$ cat config.mk
export PLATFORM = sky130hd
export DESIGN_NAME = jts16_fd1089_ctrl
export DESIGN_NICKNAME = d
export VERILOG_FILES = /design/src/rtl/jts16_fd1089_ctrl.sv
export SDC_FILE = /design/constraint.sdc
export NUM_CORES = 1
export LEC_CHECK = 0
export ABC_CLOCK_PERIOD_IN_PS = 2200
export BUFFER_PORTS_ARGS = -buffer_cell sky130_fd_sc_hd__buf_4
export CORE_UTILIZATION = 52
export DETAILED_ROUTE_END_ITERATION = 16
export PLACE_DENSITY_LB_ADDON = 0.05
export SYNTH_ARGS = -nofsm -noshare
export SYNTH_HDL_FRONTEND = slang
export SYNTH_SLANG_ARGS = --single-unit
$ cat constraint.sdc
create_clock -name clk -period 2.2 [get_ports clk]
set_input_delay 0.33 -clock clk [delete_from_list [all_inputs] [get_ports clk]]
set_output_delay 0.33 -clock clk [all_outputs]
set_load 0.005 [all_outputs]
$ cat src/rtl/jts16_fd1089_ctrl.sv
// jts16_fd1089_ctrl
// Sequences 68000 ROM fetches through the FD1089 decryption datapath and
// routes the FD1089 key/LUT download into the decoder tables.
//
// Ports
//   clk, rst                 : system clock, synchronous active-high reset
//   downloading, prog_*      : ROM download stream (address relative to FD1089 region)
//   key_we, lut_we, cfg_*    : registered write port into key table / LUT PROM
//   tables_ok                : both tables completely loaded
//   dec_en                   : game uses decryption
//   cpu_cs/op_n/addr/data/ok : CPU ROM request and returned word
//   rom_cs/data/ok           : SDRAM ROM port
//   dec_op_n/addr/enc        : context and encrypted word presented to the decoder
//   dec_word                 : decoder output, one cycle behind dec_enc/dec_addr
//   dec_active               : decoder enable (dec_en & tables_ok)
//
// state | meaning
// IDLE  | waiting for a CPU request; cache lookup
// FETCH | SDRAM read outstanding
// LUT   | decoder PROM read in flight
// LATCH | decoded word captured into cpu_data and cache
// DONE  | cpu_ok asserted until the request goes away or changes
module jts16_fd1089_ctrl #(
    parameter logic [12:0] KEY_END = 13'h1FFF
) (
    input  logic        rst,
    input  logic        clk,
    input  logic        downloading,
    input  logic        prog_we,
    input  logic [13:0] prog_addr,
    input  logic [7:0]  prog_data,
    output logic        key_we,
    output logic        lut_we,
    output logic [12:0] cfg_addr,
    output logic [7:0]  cfg_data,
    output logic        tables_ok,
    input  logic        dec_en,
    input  logic        cpu_cs,
    input  logic        cpu_op_n,
    input  logic [22:0] cpu_addr,
    output logic [15:0] cpu_data,
    output logic        cpu_ok,
    output logic        rom_cs,
    input  logic [15:0] rom_data,
    input  logic        rom_ok,
    output logic        dec_op_n,
    output logic [22:0] dec_addr,
    output logic [15:0] dec_enc,
    input  logic [15:0] dec_word,
    output logic        dec_active
);

    typedef enum logic [2:0] {IDLE, FETCH, LUT, LATCH, DONE} state_t;

    localparam logic [13:0] KEY_LAST  = {1'b0, KEY_END};
    localparam logic [13:0] LUT_FIRST = KEY_LAST + 14'd1;
    localparam logic [13:0] LUT_LAST  = KEY_LAST + 14'd256;

    state_t      state_q, state_d;
    logic        key_we_q, key_we_d, lut_we_q, lut_we_d;
    logic [12:0] cfg_addr_q, cfg_addr_d;
    logic [7:0]  cfg_data_q, cfg_data_d;
    logic        key_done_q, key_done_d, lut_done_q, lut_done_d;
    logic        dl_q, dl_d;
    logic        act_q, act_d;
    logic        dec_op_n_q, dec_op_n_d;
    logic [22:0] dec_addr_q, dec_addr_d;
    logic [15:0] dec_enc_q, dec_enc_d;
    logic [15:0] cpu_data_q, cpu_data_d;
    logic        cache_valid_q, cache_valid_d;
    logic [23:0] cache_tag_q, cache_tag_d;
    logic [15:0] cache_word_q, cache_word_d;

    logic        in_key, in_lut, dl_rise, act_chg, hit, abort, start;
    logic        fetch_ok, latch_ok;
    logic [7:0]  lut_off;
    logic [23:0] tag_in, tag_lat;

    assign in_key     = prog_addr <= KEY_LAST;
    assign in_lut     = (prog_addr >= LUT_FIRST) && (prog_addr <= LUT_LAST);
    // LUT span is exactly 256 bytes, so the low byte difference is the offset
    assign lut_off    = prog_addr[7:0] - LUT_FIRST[7:0];
    assign dl_rise    = downloading & ~dl_q;

    assign tables_ok  = key_done_q & lut_done_q;
    assign dec_active = dec_en & tables_ok;
    assign act_chg    = dec_active != act_q;

    assign tag_in   = {cpu_op_n, cpu_addr};
    assign tag_lat  = {dec_op_n_q, dec_addr_q};
    // a fill taken under a different dec_active setting must never hit
    assign hit      = cache_valid_q & ~act_chg & (cache_tag_q == tag_in);
    assign abort    = ~cpu_cs | prog_we;
    // a download byte in the same cycle as a CPU request takes priority
    assign start    = (state_q == IDLE) & ~downloading & ~prog_we & cpu_cs;
    assign fetch_ok = (state_q == FETCH) & ~abort & rom_ok;
    assign latch_ok = (state_q == LATCH) & ~abort;

    // state register
    always_ff @(posedge clk) begin
        if (rst) state_q <= IDLE;
        else     state_q <= state_d;
    end

    // next state
    always_comb begin
        state_d = state_q;
        case (state_q)
            IDLE:    if (start) state_d = hit ? DONE : FETCH;
            FETCH:   if (abort) state_d = IDLE;
                     else if (rom_ok) state_d = dec_active ? LUT : DONE;
            LUT:     state_d = abort ? IDLE : LATCH;
            LATCH:   state_d = abort ? IDLE : DONE;
            DONE:    if (!cpu_cs || tag_in != tag_lat) state_d = IDLE;
            default: state_d = IDLE;
        endcase
    end

    // FSM outputs
    always_comb begin
        rom_cs = 1'b0;
        cpu_ok = 1'b0;
        case (state_q)
            FETCH:   rom_cs = 1'b1;
            DONE:    cpu_ok = 1'b1;
            default: ;
        endcase
    end

    // datapath and download next values
    always_comb begin
        key_we_d   = prog_we & in_key;
        lut_we_d   = prog_we & in_lut;
        cfg_addr_d = cfg_addr_q;
        cfg_data_d = cfg_data_q;
        if (prog_we && in_key) begin
            cfg_addr_d = prog_addr[12:0];
            cfg_data_d = prog_data;
        end else if (prog_we && in_lut) begin
            cfg_addr_d = {5'd0, lut_off};
            cfg_data_d = prog_data;
        end

        key_done_d = key_done_q;
        lut_done_d = lut_done_q;
        if (dl_rise) begin
            key_done_d = 1'b0;
            lut_done_d = 1'b0;
        end else if (prog_we) begin
            if (prog_addr == KEY_LAST) key_done_d = 1'b1;
            if (prog_addr == LUT_LAST) lut_done_d = 1'b1;
        end
        dl_d  = downloading;
        act_d = dec_active;

        dec_op_n_d   = dec_op_n_q;
        dec_addr_d   = dec_addr_q;
        dec_enc_d    = dec_enc_q;
        cpu_data_d   = cpu_data_q;
        cache_tag_d  = cache_tag_q;
        cache_word_d = cache_word_q;
        if (start) begin
            {dec_op_n_d, dec_addr_d} = tag_in;
            if (hit) cpu_data_d = cache_word_q;
        end
        if (fetch_ok) begin
            dec_enc_d = rom_data;
            if (!dec_active) cpu_data_d = rom_data;
        end
        if (latch_ok) begin
            cpu_data_d   = dec_word;
            cache_word_d = dec_word;
            cache_tag_d  = tag_lat;
        end

        cache_valid_d = cache_valid_q;
        if (prog_we || act_chg) cache_valid_d = 1'b0;
        else if (latch_ok)      cache_valid_d = 1'b1;
    end

    always_ff @(posedge clk) begin
        if (rst) begin
            key_we_q      <= 1'b0;
            lut_we_q      <= 1'b0;
            cfg_addr_q    <= '0;
            cfg_data_q    <= '0;
            key_done_q    <= 1'b0;
            lut_done_q    <= 1'b0;
            dl_q          <= 1'b0;
            act_q         <= 1'b0;
            dec_op_n_q    <= 1'b0;
            dec_addr_q    <= '0;
            dec_enc_q     <= '0;
            cpu_data_q    <= '0;
            cache_valid_q <= 1'b0;
            cache_tag_q   <= '0;
            cache_word_q  <= '0;
        end else begin
            key_we_q      <= key_we_d;
            lut_we_q      <= lut_we_d;
            cfg_addr_q    <= cfg_addr_d;
            cfg_data_q    <= cfg_data_d;
            key_done_q    <= key_done_d;
            lut_done_q    <= lut_done_d;
            dl_q          <= dl_d;
            act_q         <= act_d;
            dec_op_n_q    <= dec_op_n_d;
            dec_addr_q    <= dec_addr_d;
            dec_enc_q     <= dec_enc_d;
            cpu_data_q    <= cpu_data_d;
            cache_valid_q <= cache_valid_d;
            cache_tag_q   <= cache_tag_d;
            cache_word_q  <= cache_word_d;
        end
    end

    assign key_we   = key_we_q;
    assign lut_we   = lut_we_q;
    assign cfg_addr = cfg_addr_q;
    assign cfg_data = cfg_data_q;
    assign dec_op_n = dec_op_n_q;
    assign dec_addr = dec_addr_q;
    assign dec_enc  = dec_enc_q;
    assign cpu_data = cpu_data_q;

endmodule

==> flow_summary.json <==
{
  "status": "finished, final reports clean",
  "dieArea_um2": 11260,
  "finalCritPeriodShare": 0.9384,
  "cts.path.max_buffers": 2,
  "worst_slew_pin_slew_ps": 639.6,
  "drcViolationCount": 0,
  "route.detailed.wl_per_inst_um": 15.79,
  "antenna_found_initial": 0,
  "setup_tns_ps": 0,
  "cts_tree": "done",
  "grt_pass1_vias": 5367,
  "cts_buffers": 17,
  "vdd_ir_drop_max_mv": 0.4353,
  "synth.distinct_cells": 44,
  "dr.pass1.iters": 5,
  "critPathMaxStageDelay_ps": 590,
  "die_h_um": 106.1,
  "setup_slack_ps": 135.5,
  "synth_edf_count": 0,
  "powerDensity_nw_per_um2": 704.9,
  "start_util": 0.5413,
  "grt_util_all_layers": 0.2900,
  "arrival_ps": 2530,
  "ctsHtreeMaxLevel": 4,
  "max_cap_viol_count": 0,
  "use_met3": 0.06193,
  "drive_gt1_frac": 0.2596,
  "ant_nets": 0,
  "end_kind": "flip-flop",
  "synth_commonest_cells": "nand2_1, a21oi_1, dfxtp_1, clkbuf_1, xnor2_1",
  "cp-start-kind": "flip-flop",
  "synthCells": 724,
  "diodes": 0,
  "viasPerCell": 5.610,
  "wl_um": 16200,
  "finClkSkew_ps": 6.280,
  "cp_cell_sequence": "xnor2_1 > nand4_1 > or4_1 > buf_4 > o31ai_1 > and3_1",
  "grtUsageMet2": 0.4726,
  "yosysMostFrequentCell": "nand2_1",
  "coreArea_um2": 10420,
  "grt_overflow": 0,
  "busiest_layer": "met2",
  "ctsRootBufferMaster": "clkbuf_8",
  "hold_viol_final": 0,
  "syn-num-nets": 809,
  "num_io_pins": 168,
  "clkTransAtPathRegs_ps": 50,
  "ys_warn_count": 0,
  "grt_setup_unrepaired": "false",
  "cp_max_fo": 16,
  "grt_pass1_wl_um": 25860,
  "postCtsHoldBufs": 0,
  "synth_seq_area_share": 0.4510,
  "max-slew-margin-rel": 0.5726,
  "fmax_mhz": 484.4,
  "vias": 5756,
  "critical_path_required_ps": 2660,
  "yosysTopAreaCell": "dfxtp_1",
  "first_iter_violations": 360,
  "clock_latency_ps": 520,
  "instances_no_fill": 1026,
  "num-fill-cells": 831,
  "async_reset_ff_frac": 0,
  "min_period_ps": 2065,
  "path_class": "flip-flop to flip-flop",
  "cts.sinks": 127,
  "slowest_stage": "or4_1",
  "use_met1": 0.3699,
  "dp.cells": 997,
  "synth_top_area_share": 0.4510,
  "place_hpwl_um": 11280,
  "area_growth_pct": 34.91,
  "postSynthAreaPerCell_um2": 7.787,
  "die_x_um": 106.1,
  "cts_setup_buffers": 0,
  "synth-main-ff-cell": "dfxtp_1",
  "synth.area.top_cells": "dfxtp_1, nand2_1, a21oi_1, xnor2_1, nand4_1",
  "final_core_util": 0.7302,
  "setup_violations": 0,
  "hold_class": "input port to flip-flop",
  "ys_ff_latch": 127,
  "dp_slack_ps": 24.10,
  "drv_slew": 0,
  "p_leak_uw": 0.002967,
  "nets": 965,
  "netlist_area_um2": 5638,
  "portBuffers": 167,
  "grt_max_degree": 57,
  "ctsResizeCount": 0,
  "row_count": 37,
  "globalplace.congestion": 0.8039
}
routing by layer:
layer,up-vias,part of all wire
met5,-,0
met4,0,0.025
met3,36,0.068
met2,246,0.49
met1,2666,0.42
li1,2808,-
kinds of logic after synthesis:
family / Yosys count / share of synthesized area
buf+inv: 60 / 0.04283
xor+xnor: 43 / 0.06680
simple gates: 300 / 0.2472
flops: 127 / 0.4510
compound gates: 194 / 0.1922
worst paths after layout:
| kind | depth (start not counted) | startpoint | slack (ps) | to |
|---|---|---|---|---|
| worst max register to register | 6 | cache_tag_q[12] | 140 | cpu_data[12] |
| worst min-delay path | 2 | prog_we | 60 | cache_valid_q |
| worst min register to register | 2 | dec_enc[3] | 450 | dec_enc[3] |
| worst max-delay path | 6 | cache_tag_q[12] | 140 | cpu_data[12] |
stage by stage:
stage                     power (µW)  instance area (µm²)  hold WS (ps)
after floorplan                 2593                 5638         408.3
after global placement          2852                 7068         437.9
after detailed placement        2864                 7068         446.6
after CTS                       5384                 7605         41.45
after global routing            5528                 7606         49.64
final                           5362                 7606         57.08
worst max-delay path, delay by kind of cell, from the launching register on:
family	cells	cell delay, ps
buffers and inverters	1	220
AND/OR/NAND/NOR	3	990
XOR/XNOR	1	180
AO/OA/AOI/OAI	1	290
flip-flops	1	320
state kept, by name, summed over array words and instances (netlist names):
register       flops
key_done_q         1
lut_done_q         1
dec_op_n           1
dec_enc           16
lut_we             1
cfg_data           8
cache_tag_q       24
cache_valid_q      1
dl_q               1
state_q            3
cpu_data          16
dec_addr          23
cache_word_q      16
act_q              1
key_we             1
cfg_addr          13
where the power goes:
part | internal (µW) | switching, µW | leakage, µW
Sequential | 2340 | 31.1 | 0.00103
Clock | 1590 | 951 | 0.000262
Combinational | 229 | 219 | 0.00168
layout make-up:
type                       count  area, µm²  share of cell area
multi-input combinational    537       2879              0.3785
sequential                   127       2542              0.3343
timing repair buffer         190       1451              0.1908
clock buffer                  23      476.7             0.06267
tap                          136      170.2             0.02237
clock inverter                 6      60.06            0.007896
inverter                       7      26.28            0.003455
cell usage in the layout, fill, tap and decap left out, types with 6 or more instances in the layout:
cell       count
nand3_1       11
buf_4        188
o31ai_1       16
nand4_1       27
o21ai_0       16
dfxtp_1      127
nor2_1         6
nand2_1      201
and3_1        17
a211oi_1      16
a21oi_1      135
clkbuf_16     16
xnor2_1       38
No activity file was read; power rests on OpenSTA's default activity.
